--- config.mk ---
export PLATFORM = sky130hd
export DESIGN_NAME = cmd_issuer
export DESIGN_NICKNAME = d
export VERILOG_FILES = /design/src/rtl/cmd_issuer_pkg.sv /design/src/rtl/cmd_fifo.sv /design/src/rtl/cmd_issuer.sv
export SDC_FILE = /design/constraint.sdc
export NUM_CORES = 1
export LEC_CHECK = 0
export CORE_MARGIN = 3
export CORE_UTILIZATION = 35
export CTS_CLUSTER_DIAMETER = 100
export CTS_CLUSTER_SIZE = 40
export DETAILED_ROUTE_END_ITERATION = 10
export PLACE_DENSITY = 0.62
export RECOVER_POWER = 100
export SLEW_MARGIN = 10
export SYNTH_ARGS = -nofsm -noshare
export SYNTH_HDL_FRONTEND = slang
export SYNTH_SLANG_ARGS = --single-unit
--- constraint.sdc ---
create_clock -name clk -period 5 [get_ports clk]
set_input_delay 0.5 -clock clk [delete_from_list [all_inputs] [get_ports clk]]
set_output_delay 0.5 -clock clk [all_outputs]
set_load 0.05 [all_outputs]
--- src/rtl/cmd_issuer_pkg.sv ---
// Shared types and constants for the command-issue stage in front of the
// 8-bit load/increment counter.
package cmd_issuer_pkg;

    // Width of the repeat field stored in each queued command.
    localparam int CMD_REP_W = 8;

    // Counter command encodings.
    localparam logic CMD_LOAD = 1'b0;
    localparam logic CMD_INCR = 1'b1;

    // One queued command as held in the FIFO.
    typedef struct packed {
        logic                 cmd;
        logic [7:0]           data;
        logic [7:0]           addr;
        logic [CMD_REP_W-1:0] rep;
    } cmd_entry_t;

    // Issue FSM: LOAD/INCR name the command whose cycle was just driven.
    typedef enum logic [1:0] {
        IDLE = 2'd0,
        LOAD = 2'd1,
        INCR = 2'd2
    } issue_state_t;

endpackage

--- src/rtl/cmd_fifo.sv ---
// Synchronous FIFO for queued commands. Pointers carry one extra wrap bit so
// full/empty are decoded from the MSB compare; pointer wrap is natural.
module cmd_fifo
    import cmd_issuer_pkg::*;
#(
    parameter int  DEPTH   = 4,
    parameter type entry_t = cmd_entry_t
) (
    input  logic   clk,
    input  logic   rst,
    input  logic   push,
    input  logic   pop,
    input  entry_t wdata,
    output entry_t rdata,
    output logic   full,
    output logic   empty
);

    localparam int AW = $clog2(DEPTH);
    localparam logic [AW:0] PTR_ONE = {{AW{1'b0}}, 1'b1};

    logic [AW:0] wr_ptr_r;
    logic [AW:0] rd_ptr_r;
    entry_t      mem_r [DEPTH];

    assign full  = (wr_ptr_r[AW] != rd_ptr_r[AW]) &&
                   (wr_ptr_r[AW-1:0] == rd_ptr_r[AW-1:0]);
    assign empty = (wr_ptr_r == rd_ptr_r);
    assign rdata = mem_r[rd_ptr_r[AW-1:0]];

    // Pointer and storage update; reset clears both so no stale entry survives.
    always_ff @(posedge clk) begin
        if (!rst) begin
            wr_ptr_r <= '0;
            rd_ptr_r <= '0;
            for (int i = 0; i < DEPTH; i++) begin
                mem_r[i] <= '0;
            end
        end else begin
            if (push && !full) begin
                mem_r[wr_ptr_r[AW-1:0]] <= wdata;
                wr_ptr_r                <= wr_ptr_r + PTR_ONE;
            end
            if (pop && !empty) begin
                rd_ptr_r <= rd_ptr_r + PTR_ONE;
            end
        end
    end

endmodule

--- src/rtl/cmd_issuer.sv ---
// Command-issue stage for the load/increment counter. Queues commands, then
// drives one counter step per clock; when idle it reloads the counter with its
// own value (shadow) since the counter has no enable.
module cmd_issuer
    import cmd_issuer_pkg::*;
#(
    parameter int DEPTH = 4,
    parameter int REP_W = CMD_REP_W
) (
    input  logic             clk,
    input  logic             rst,
    input  logic             in_valid,
    output logic             in_ready,
    input  logic             in_cmd,
    input  logic [7:0]       in_data,
    input  logic [7:0]       in_addr,
    input  logic [REP_W-1:0] in_rep,
    output logic             cmd,
    output logic [7:0]       data,
    output logic [7:0]       addr,
    output logic [7:0]       exp_count,
    output logic             busy,
    output logic [15:0]      issued
);

    localparam logic [CMD_REP_W-1:0] REP_ZERO = {CMD_REP_W{1'b0}};
    localparam logic [CMD_REP_W-1:0] REP_ONE  = {{(CMD_REP_W-1){1'b0}}, 1'b1};

    logic          fifo_full_s;
    logic          fifo_empty_s;
    logic          push_s;
    logic          pop_s;
    logic          slot_free_s;
    logic          issued_inc_s;
    cmd_entry_t    in_entry_s;
    cmd_entry_t    head_s;

    issue_state_t  state_r,   state_nxt_s;
    logic [CMD_REP_W-1:0] rep_cnt_r, rep_cnt_nxt_s;
    logic          cmd_r,     cmd_nxt_s;
    logic [7:0]    data_r,    data_nxt_s;
    logic [7:0]    addr_r,    addr_nxt_s;
    logic [7:0]    shadow_r,  shadow_nxt_s;
    logic [15:0]   issued_r;

    // No push while full, even if a pop happens in the same cycle.
    assign in_ready = !fifo_full_s && rst;
    assign push_s   = in_valid && in_ready;

    assign in_entry_s.cmd  = in_cmd;
    assign in_entry_s.data = in_data;
    assign in_entry_s.addr = in_addr;
    assign in_entry_s.rep  = in_rep;

    assign cmd       = cmd_r;
    assign data      = data_r;
    assign addr      = addr_r;
    assign exp_count = shadow_r;
    assign issued    = issued_r;
    assign busy      = (state_r != IDLE) || !fifo_empty_s;

    cmd_fifo #(
        .DEPTH   (DEPTH),
        .entry_t (cmd_entry_t)
    ) u_fifo (
        .clk   (clk),
        .rst   (rst),
        .push  (push_s),
        .pop   (pop_s),
        .wdata (in_entry_s),
        .rdata (head_s),
        .full  (fifo_full_s),
        .empty (fifo_empty_s)
    );

    // Next-issue decision: continue a burst, start the head command, or hold.
    always_comb begin
        state_nxt_s   = state_r;
        rep_cnt_nxt_s = rep_cnt_r;
        cmd_nxt_s     = CMD_LOAD;
        data_nxt_s    = shadow_r;
        addr_nxt_s    = addr_r;
        shadow_nxt_s  = shadow_r;
        issued_inc_s  = 1'b0;
        pop_s         = 1'b0;

        case (state_r)
            IDLE:    slot_free_s = 1'b1;
            LOAD:    slot_free_s = 1'b1;
            INCR:    slot_free_s = (rep_cnt_r == REP_ZERO);
            default: slot_free_s = 1'b1;
        endcase

        if (slot_free_s) begin
            if (!fifo_empty_s) begin
                pop_s      = 1'b1;
                addr_nxt_s = head_s.addr;
                if (head_s.cmd == CMD_LOAD) begin
                    state_nxt_s   = LOAD;
                    rep_cnt_nxt_s = REP_ZERO;
                    data_nxt_s    = head_s.data;
                    shadow_nxt_s  = head_s.data;
                    issued_inc_s  = 1'b1;
                end else begin
                    state_nxt_s   = INCR;
                    rep_cnt_nxt_s = head_s.rep;
                    cmd_nxt_s     = CMD_INCR;
                    data_nxt_s    = 8'h00;
                    shadow_nxt_s  = shadow_r + 8'h01;
                    issued_inc_s  = (head_s.rep == REP_ZERO);
                end
            end else begin
                // Hold: counter reloads its own value, addr stays put.
                state_nxt_s   = IDLE;
                rep_cnt_nxt_s = REP_ZERO;
            end
        end else begin
            rep_cnt_nxt_s = rep_cnt_r - REP_ONE;
            cmd_nxt_s     = CMD_INCR;
            data_nxt_s    = 8'h00;
            shadow_nxt_s  = shadow_r + 8'h01;
            issued_inc_s  = (rep_cnt_r == REP_ONE);
        end
    end

    // State, registered counter outputs, shadow and completion counter.
    always_ff @(posedge clk) begin
        if (!rst) begin
            state_r   <= IDLE;
            rep_cnt_r <= REP_ZERO;
            cmd_r     <= CMD_LOAD;
            data_r    <= 8'h00;
            addr_r    <= 8'h00;
            shadow_r  <= 8'h00;
            issued_r  <= 16'h0000;
        end else begin
            state_r   <= state_nxt_s;
            rep_cnt_r <= rep_cnt_nxt_s;
            cmd_r     <= cmd_nxt_s;
            data_r    <= data_nxt_s;
            addr_r    <= addr_nxt_s;
            shadow_r  <= shadow_nxt_s;
            issued_r  <= issued_r + (issued_inc_s ? 16'h0001 : 16'h0000);
        end
    end

endmodule

==> results of run 1 <==
-- sequential cells by signal (all words and copies together) (netlist names), named ones only --
register         count
exp_count            8
data                 8
state_r              2
u_fifo.wr_ptr_r      3
addr                 8
u_fifo.rd_ptr_r      3
rep_cnt_r            8
cmd                  1
issued              16
u_fifo.mem_r       100
-- final timing paths --
path	end	slack (ps)	cells after the start
setup / recovery	u_fifo.mem_r[2][11]	900	10
hold / removal	addr[2]	470	2
setup reg to reg	u_fifo.mem_r[2][11]	1020	8
hold reg to reg	addr[2]	470	2
-- worst max-delay path, delay by kind of cell --
| family | cells | cell delay, ps |
|---|---|---|
| simple gates | 3 | 520 |
| buf+inv | 6 | 2960 |
| compound gates | 1 | 140 |
-- cells in the mapped netlist, types with 2 or more instances --
cell,n
xor2_1,11
clkbuf_1,11
a21oi_1,23
dfxtp_1,59
and4_1,2
a211oi_1,2
inv_1,5
a31oi_1,4
nor3_1,2
a22oi_1,12
mux2_2,2
ha_1,8
nand4_1,3
o21a_1,2
o22ai_1,6
nor3b_4,2
mux4_2,25
nor2_1,42
or2_2,2
edfxtp_1,100
and3_1,3
nand3_1,11
buf_2,7
xnor2_1,12
and2_1,105
buf_6,5
nor3_4,2
mux2i_1,6
o21ai_0,5
nor4_1,4
nand2b_1,5
nand2_1,46
or3_1,5
-- area by class of cell --
class	instances	area [µm²]	share of cell area
well taps	265	331.6	0.03906
clock inverters	8	85.08	0.01002
repair buffers	83	782.0	0.09211
clock buffers	24	471.7	0.05556
multi-input cells	365	2611	0.3076
inverters	6	22.52	0.002653
flip-flops and latches	159	4185	0.4930
-- where the power goes --
group	internal, mW	switching [mW]	leakage (nW)	total, mW
Clock	0.715	0.506	0.265	1.22
Combinational	0.469	0.827	1.35	1.30
Sequential	1.56	0.118	1.52	1.68
Total	2.74	1.45	3.13	4.19
-- metal layers --
metal / track usage / vias up / share of wire
met3: 0.03863 / 22 / 0.060
met4: 0.05778 / 0 / 0.019
met2: 0.2390 / 121 / 0.48
met1: 0.1887 / 2216 / 0.44
met5: 0 / - / 0
li1: - / 2155 / -
-- logic make-up (layout without fill, tap and decap cells) --
group	count (synthesis)	after routing	synth area share
and+or+nand+nor	240	240	0.1911
DFF	159	159	0.5957
AOI/OAI and AO/OA	61	61	0.05575
muxes	33	33	0.09191
buffers and inverters	30	121	0.02262
xor gates and xnor gates	23	23	0.02868
adders and majority gates	8	8	0.01425
-- placed cells by master, fill, tap and decap left out, types with 12 or more instances in the layout --
cell and count:
and2_0 51, and2_1 54, mux4_2 25, a21oi_1 23, xnor2_1 12, dlygate4sd3_1 43
edfxtp_1 100, nand2_1 46, clkdlybuf4s50_1 27, a22oi_1 13, clkbuf_16 17, dfxtp_1 58
nor2_1 44
-- through the flow --
stage / worst slack [ps] / cell area [µm²] / total power, mW
final: 897.1 / 8489 / 4.193
after global routing: 606.8 / 8489 / 4.405
after CTS: 1515 / 8579 / 4.298
after detailed placement: 1517 / 8023 / 3.072
after global placement: 1663 / 8023 / 3.043
after floorplan: 1609 / 7024 / 2.671
==> key figures, run 1 <==
Route
  • Via count: 4514
  • DRT Pass-1 Iters: 5
  • Drt total wl: 15470 µm
  • Antenna Nets Post-Route: 0
  • Vias per inst: 4.960
  • Drc violations: 0
  • Wire length per cell: 17.00 µm
  • Initial DRC count: 412

Placement
  • Dpl hpwl: 10090 µm
  • PortBufs: 70
  • Cell count after placement: 878
  • Placer Congestion: 0.8604

Setup path
  • CP Launch Point: rst
  • Reg-to-reg critical path startpoint: u_fifo.wr_ptr_r[0]
  • Critical-path top delay cell: clkbuf_1
  • Max Fanout on Critical Path: 30
  • Worst path max stage delay: 1070 ps
  • Most used cell along the critical path: buf_4
  • Worst path cell trace: clkdlybuf4s50_1 -> buf_4 -> nand2_1 -> a31oi_2 -> clkbuf_1 -> inv_1 -> nor3b_1 -> buf_4 -> nand2b_1 -> clkbuf_2
  • CP Class: in2reg
  • WP data arrival: 4150 ps
  • Critical Path End Type: flip-flop
  • Setup crit start kind: input port
  • Critical path data required time: 5050 ps

Floorplanning
  • Die area: 21810 µm²
  • Die height: 147.7 µm
  • # IOs: 71
  • Die Wd: 147.7 µm
  • Rows: 51
  • Starting Density: 0.3586
  • Core Footprint: 19590 µm²

Synth
  • Yosys synthesis warning count: 0
  • Main area contributors after synthesis: edfxtp_1 43%, dfxtp_1 17%, and2_1 9.4%, mux4_2 8.0%, nand2_1 2.5%
  • Gate Count Post-Synth: 554
  • Post-synth cell types: 48
  • Mapped Avg Cell Area: 12.68 µm²
  • Sequential fraction of the synthesis area: 0.5957
  • Ys async rst share: 0
  • Post-synth EDFFs: 100
  • Yosys top cell area share: 0.4275
  • Seq cells post-synth: 159
  • Most used DFF post-synth: edfxtp_1
  • Synthesized Nets: 590
  • Leading area contributor after synthesis: edfxtp_1
  • Post-synthesis cell area: 7024 µm²

Clocking
  • Clock transition at the registers of the reported paths: 60 ps
  • Clock sink count: 159
  • Worst-Skew Late Latency: 420 ps
  • CTS Root Buffer Type: clkbuf_16
  • Post-CTS Setup Bufs: 0
  • PostCTS Resize Cnt: 0
  • H-tree levels: 4
  • Clock buffer depth: 2
  • CTS buffer count: 17
  • CTS tree: yes
  • Hold_buf cts: 0

Outcome
  • Status: finished with violations
  • Failing checks: capacitance limit, slew limit

Global route
  • Vias in the first global route: 4740
  • Total gr overflow: 0
  • Largest net degree at the start of global routing: 39
  • Initial antenna violation count: 0
  • First-pass GRT wire length: 24860 µm
  • Total track usage: 0.1470

Final layout
  • Final Core Density: 0.4334
  • Layout Cells excl Fill: 910
  • Fillers: 1809
  • Share of cells above drive strength 1: 0.1101
  • ANT cells: 0
  • Synthesis-to-layout area growth: 20.86%
  • Final net count: 668

STA
  • Skew final: 7.087 ps
  • Final Setup Violations: 0
  • Slew Viols, Final: 19
  • Slew @ Worst Pin: 1626 ps
  • Worst slew margin: -0.08372
  • Final period util: 0.8206
  • Highest clock rate: 243.7 MHz
  • Hold Slack: 465.4 ps
  • Min Tclk post-route: 4103 ps
  • Setup_tns: 0 ps
  • Final hold vios: 0
  • RSZ-0062 raised after global routing: false

Pwr
  • Maximum VDD drop: 361.3 µV
  • Leak: 3.132 nW
  • Pwr/cell area: 494.0 nW/µm²

Min path
  • Worst min path class: reg2reg
  • Hold wc startpoint: addr[2]

Flow run
  • Max-cap violation count: 1
Power figures use the tool's default switching activity.
==> inputs of run 2 (changes only) <==
==> constraint.sdc (replaced) <==
create_clock -name clk -period 4.25 [get_ports clk]
set_input_delay 0.425 -clock clk [delete_from_list [all_inputs] [get_ports clk]]
set_output_delay 0.425 -clock clk [all_outputs]
set_load 0.05 [all_outputs]
==> run 2 against run 1 <==
The run now ends clean. First-iteration DRC count decreased by 5.6%. Worst hold slack improved by 9.8 ps. Clock power increased by 20%. Die area unchanged. Largest cell class unchanged.
==> key figures, run 2 (synthesis gave the netlist of run 1 again) <==
Global route
  • Largest net degree at the start of global routing: 39
  • Total gr overflow: 0
  • Initial antenna violation count: 0
  • Total track usage: 0.1487
  • Vias in the first global route: 4665
  • First-pass GRT wire length: 25120 µm

Route
  • Via count: 4514
  • DRT Pass-1 Iters: 5
  • Drc violations: 0
  • Antenna Nets Post-Route: 0
  • Wire length per cell: 17.09 µm
  • Drt total wl: 15580 µm
  • Vias per inst: 4.950
  • Initial DRC count: 389

Final layout
  • Synthesis-to-layout area growth: 20.68%
  • Fin area: 8477 µm²
  • Most common cell after layout, fill and taps aside: edfxtp_1
  • Fillers: 1803
  • Final net count: 671
  • Biggest register: u_fifo.mem_r
  • Commonest non-fill, non-tap cells in the layout: 100 x edfxtp_1, 59 x dfxtp_1, 56 x and2_0
  • ANT cells: 0
  • Share of cells above drive strength 1: 0.09583
  • Final Core Density: 0.4327
  • Layout Cells excl Fill: 912
  • Max reg flops: 100

Pwr
  • Maximum VDD drop: 433.2 µV
  • Total power: 4.961 mW
  • Sw power: 1.717 mW
  • Reg power frac: 0.402
  • Switching part of the total: 0.3462
  • Combinational share of power: 0.303
  • Pwr/cell area: 585.2 nW/µm²
  • Power share of the clock group: 0.295
  • Leak: 3.112 nW
  • Cell-internal power: 3.243 mW

STA
  • Final Setup Violations: 0
  • Highest clock rate: 286.2 MHz
  • Slew @ Worst Pin: 1457 ps
  • Final hold vios: 0
  • Setup_tns: 0 ps
  • Skew final: 10.28 ps
  • Final setup margin: 755.5 ps
  • Worst slew margin: 0.02875
  • RSZ-0062 raised after global routing: false
  • Min Tclk post-route: 3494 ps
  • Hold Slack: 475.2 ps
  • Final period util: 0.8222
  • Slew Viols, Final: 0

Clocking
  • Clock transition at the registers of the reported paths: 60 ps
  • Hold_buf cts: 0
  • CTS buffer count: 17
  • CTS Root Buffer Type: clkbuf_16
  • PostCTS Resize Cnt: 0
  • CTS tree: yes
  • Worst-Skew Late Latency: 420 ps
  • H-tree levels: 4
  • Post-CTS Setup Bufs: 0
  • Clock buffer depth: 2
  • Clock sink count: 159

Floorplanning
  • Core Footprint: 19590 µm²
  • Die area: 21810 µm²
  • Die height: 147.7 µm
  • # IOs: 71
  • Rows: 51
  • Starting Density: 0.3586
  • Die Wd: 147.7 µm

Flow run
  • Max-cap violation count: 0

Setup path
  • Critical Path End Type: flip-flop
  • Critical path data required time: 4280 ps
  • R2R Setup Slk: 760 ps
  • CP Launch Point: rst
  • CP Class: in2reg
  • Setup crit start kind: input port
  • WP data arrival: 3520 ps
  • Worst r2r dst: issued[10]
  • Reg2Reg Depth: 11
  • Max Fanout on Critical Path: 18

Placement
  • Post-DP Area: 8045 µm²
  • Dpl hpwl: 10210 µm
  • Placer Congestion: 0.8179
  • Dpl ws: 811.7 ps
  • PortBufs: 70
  • Cell count after placement: 881

Min path
  • Worst Hold Path Cells: 2
  • Worst min path class: reg2reg
  • Hold wc startpoint: addr[3]
  • Endpoint, Worst Hold: addr[3]

Outcome
  • Status: completed
-- run 2: critical path, cell delays in order --
cell and delay, ps:
dlygate4sd3_1 520, clkbuf_1 650, nand2_1 160, a31oi_1 220
inv_1 120, nor3b_1 300, nand2b_1 180, clkbuf_1 920
-- run 2: final cells by class --
type                    count  area [µm²]  share of cell area
multi-input cells         365        2601              0.3069
repair buffers             86       772.0             0.09107
flip-flops and latches    159        4184              0.4936
inverters                   6       22.52            0.002657
well taps                 265       331.6             0.03911
clock inverters            14       140.1             0.01653
clock buffers              17       425.4             0.05018
-- run 2: power groups by stage --
stage	logic (mW)	registers, mW	clock network, mW
5_1_grt	1.63	2.02	1.57
2_1_floorplan	0.900	2.24	0
3_3_place_gp	1.56	2.02	0
3_5_place_dp	1.59	2.03	0
6_report	1.50	1.99	1.46
4_1_cts	1.60	2.00	1.50
-- run 2: worst max-delay path by stage --
stage / slack [ps] / to / cells past startpoint
after detailed placement: 810 / issued[10] / 13
after global routing: 400 / issued[10] / 11
after global placement: 950 / issued[10] / 13
final: 760 / u_fifo.mem_r[2][0] / 8
after CTS: 790 / issued[10] / 13
after floorplan: 910 / u_fifo.mem_r[3][0] / 4
-- run 2: layer usage --
layer | share of wire | track usage | wire (µm) | up-vias
li1 | - | - | - | 2150
met1 | 0.44 | 0.1937 | 6893 | 2182
met2 | 0.48 | 0.2448 | 7543 | 164
met3 | 0.063 | 0.03617 | 974 | 18
met4 | 0.011 | 0.04986 | 171 | 0
met5 | 0 | 0 | 0 | -
==> inputs of run 3 (changes only) <==
==> constraint.sdc (replaced) <==
create_clock -name clk -period 3.6 [get_ports clk]
set_input_delay 0.36 -clock clk [delete_from_list [all_inputs] [get_ports clk]]
set_output_delay 0.36 -clock clk [all_outputs]
set_load 0.05 [all_outputs]
==> run 3 against run 2 <==
The run now ends with capacitance limit, slew limit left. Clock skew down 2.9 ps. Register-to-register slack got worse by 420 ps. Critical path depth is 5 higher. Die area unchanged. First-iteration DRC count is 13% lower. Setup slack got worse by 420 ps. Non-clock buffer count down 2. Global-route usage rose by 0.16 points. Core utilization is essentially flat. Final area barely moved. Sequential power is 18% higher. Combinational power is 21% higher. Critical endpoint is now issued[10]. Largest cell class unchanged.
==> key figures, run 3 (synthesis gave the netlist of run 1 again) <==
Final layout
  • ANT cells: 0
  • Multi-input gate area: 2636 µm²
  • Final Core Density: 0.4331
  • Max reg flops: 100
  • Share of cells above drive strength 1: 0.1099
  • Fillers: 1813
  • Commonest non-fill, non-tap cells in the layout: 100 x edfxtp_1, 70 x and2_0, 58 x dfxtp_1
  • Synthesis-to-layout area growth: 20.79%
  • FF+latch area: 4185 µm²
  • Final net count: 669
  • Biggest register: u_fifo.mem_r
  • Layout Cells excl Fill: 911
  • Most common cell after layout, fill and taps aside: edfxtp_1

Clocking
  • PostCTS Resize Cnt: 0
  • Post-CTS Setup Bufs: 0
  • Clock sink count: 159
  • Clock transition at the registers of the reported paths: 60 ps
  • H-tree levels: 4
  • CTS buffer count: 17
  • Worst-Skew Late Latency: 420 ps
  • Clock buffer depth: 2
  • Hold_buf cts: 0
  • CTS tree: yes
  • CTS Root Buffer Type: clkbuf_16

Setup path
  • WP data arrival: 3580 ps
  • Critical Path End Type: flip-flop
  • Critical-path top delay cell: or3b_2
  • R2R Setup Slk: 330 ps
  • Setup crit start kind: flip-flop
  • Worst path max stage delay: 470 ps
  • CP Class: reg2reg
  • Most used cell along the critical path: ha_1
  • Max Fanout on Critical Path: 10
  • Worst path top cell family by delay: simple AND/OR/NAND/NOR gates
  • Critical path data required time: 3910 ps
  • Worst path cell trace: inv_1 -> ha_1 -> or3b_2 -> o21ai_0 -> nand2_1 -> o22ai_1 -> ha_1 -> ha_1 -> nand2_1 -> nor2_1 -> nand4_1 -> xnor2_1 -> and2_1
  • CP Buf/Inv Count: 1

STA
  • Setup_tns: 0 ps
  • Hold Slack: 466.0 ps
  • Final setup margin: 332.9 ps
  • Slew Viols, Final: 26
  • Final Setup Violations: 0
  • Skew final: 7.351 ps
  • Min Tclk post-route: 3267 ps
  • Final hold vios: 0
  • Highest clock rate: 306.1 MHz
  • RSZ-0062 raised after global routing: false
  • Slew @ Worst Pin: 1736 ps
  • Worst slew margin: -0.1572
  • Final period util: 0.9075

Floorplanning
  • Core Footprint: 19590 µm²
  • Rows: 51
  • # IOs: 71
  • Starting Density: 0.3586
  • Die area: 21810 µm²
  • Die height: 147.7 µm
  • Die Wd: 147.7 µm

Route
  • Via count: 4535
  • Drc violations: 0
  • Drt total wl: 15590 µm
  • Wire length per cell: 17.12 µm
  • DRT Pass-1 Iters: 4
  • Initial DRC count: 340
  • Vias per inst: 4.978
  • Antenna Nets Post-Route: 0

Placement
  • Dpl hpwl: 10310 µm
  • Placer Congestion: 0.8335
  • Dpl ws: 469.3 ps
  • PortBufs: 70
  • Cell count after placement: 879

Global route
  • Total track usage: 0.1503
  • Largest net degree at the start of global routing: 39
  • Initial antenna violation count: 0
  • Total gr overflow: 0
  • Vias in the first global route: 4750
  • First-pass GRT wire length: 25360 µm

Flow run
  • Max-cap violation count: 1

Pwr
  • Pwr/cell area: 682.5 nW/µm²
  • Leak: 3.095 nW
  • Maximum VDD drop: 390.8 µV

Outcome
  • Failing checks: capacitance limit, slew limit
  • Status: finished with violations

Min path
  • Worst min path class: reg2reg
==> run 3: area by class of cell <==
type / count / area share
Sequential cell: 159 / 0.4933
Multi-Input combinational cell: 365 / 0.3107
Timing Repair Buffer: 84 / 0.09099
Clock buffer: 22 / 0.05235
Clock inverter: 10 / 0.01091
Tap cell: 265 / 0.03908
Inverter: 6 / 0.002654
==> run 3: worst register-to-register path, delay by kind of cell, from the launching register on <==
kind                       cells  cell delay (ps)
AOI/OAI and AO/OA              2              450
xor gates and xnor gates       1              140
DFF                            1              340
and+or+nand+nor                6             1430
buffers and inverters          1              130
adders and majority gates      3              680
==> run 3: path summary, 6_finish.rpt <==
kind	startpoint	endpoint	cells after the start
worst max register to register	rep_cnt_r[0]	issued[10]	13
worst min-delay path	addr[5]	addr[5]	2
worst max-delay path	rep_cnt_r[0]	issued[10]	13
worst min register to register	addr[5]	addr[5]	2
==> run 3: per-stage QoR <==
step / area [µm²] / power [mW]
floorplan: 7024 / 3.709
finish: 8484 / 5.790
global route: 8484 / 6.070
detailed placement: 8040 / 4.261
CTS: 8577 / 5.923
global placement: 8040 / 4.223
==> run 3: routing by layer <==
layer / GRT usage / up-vias / share of wire / routed length (µm)
met1: 0.1932 / 2247 / 0.43 / 6762
met2: 0.2434 / 122 / 0.49 / 7610
met4: 0.05359 / 0 / 0.013 / 197
li1: - / 2151 / - / -
met5: 0 / - / 0 / 0
met3: 0.04414 / 15 / 0.066 / 1023
==> run 3: where the power goes <==
part / leakage [nW] / total (mW) / internal (mW) / switching, mW
clock network: 0.250 / 1.65 / 0.949 / 0.697
logic: 1.33 / 1.81 / 0.666 / 1.14
registers: 1.52 / 2.34 / 2.16 / 0.172
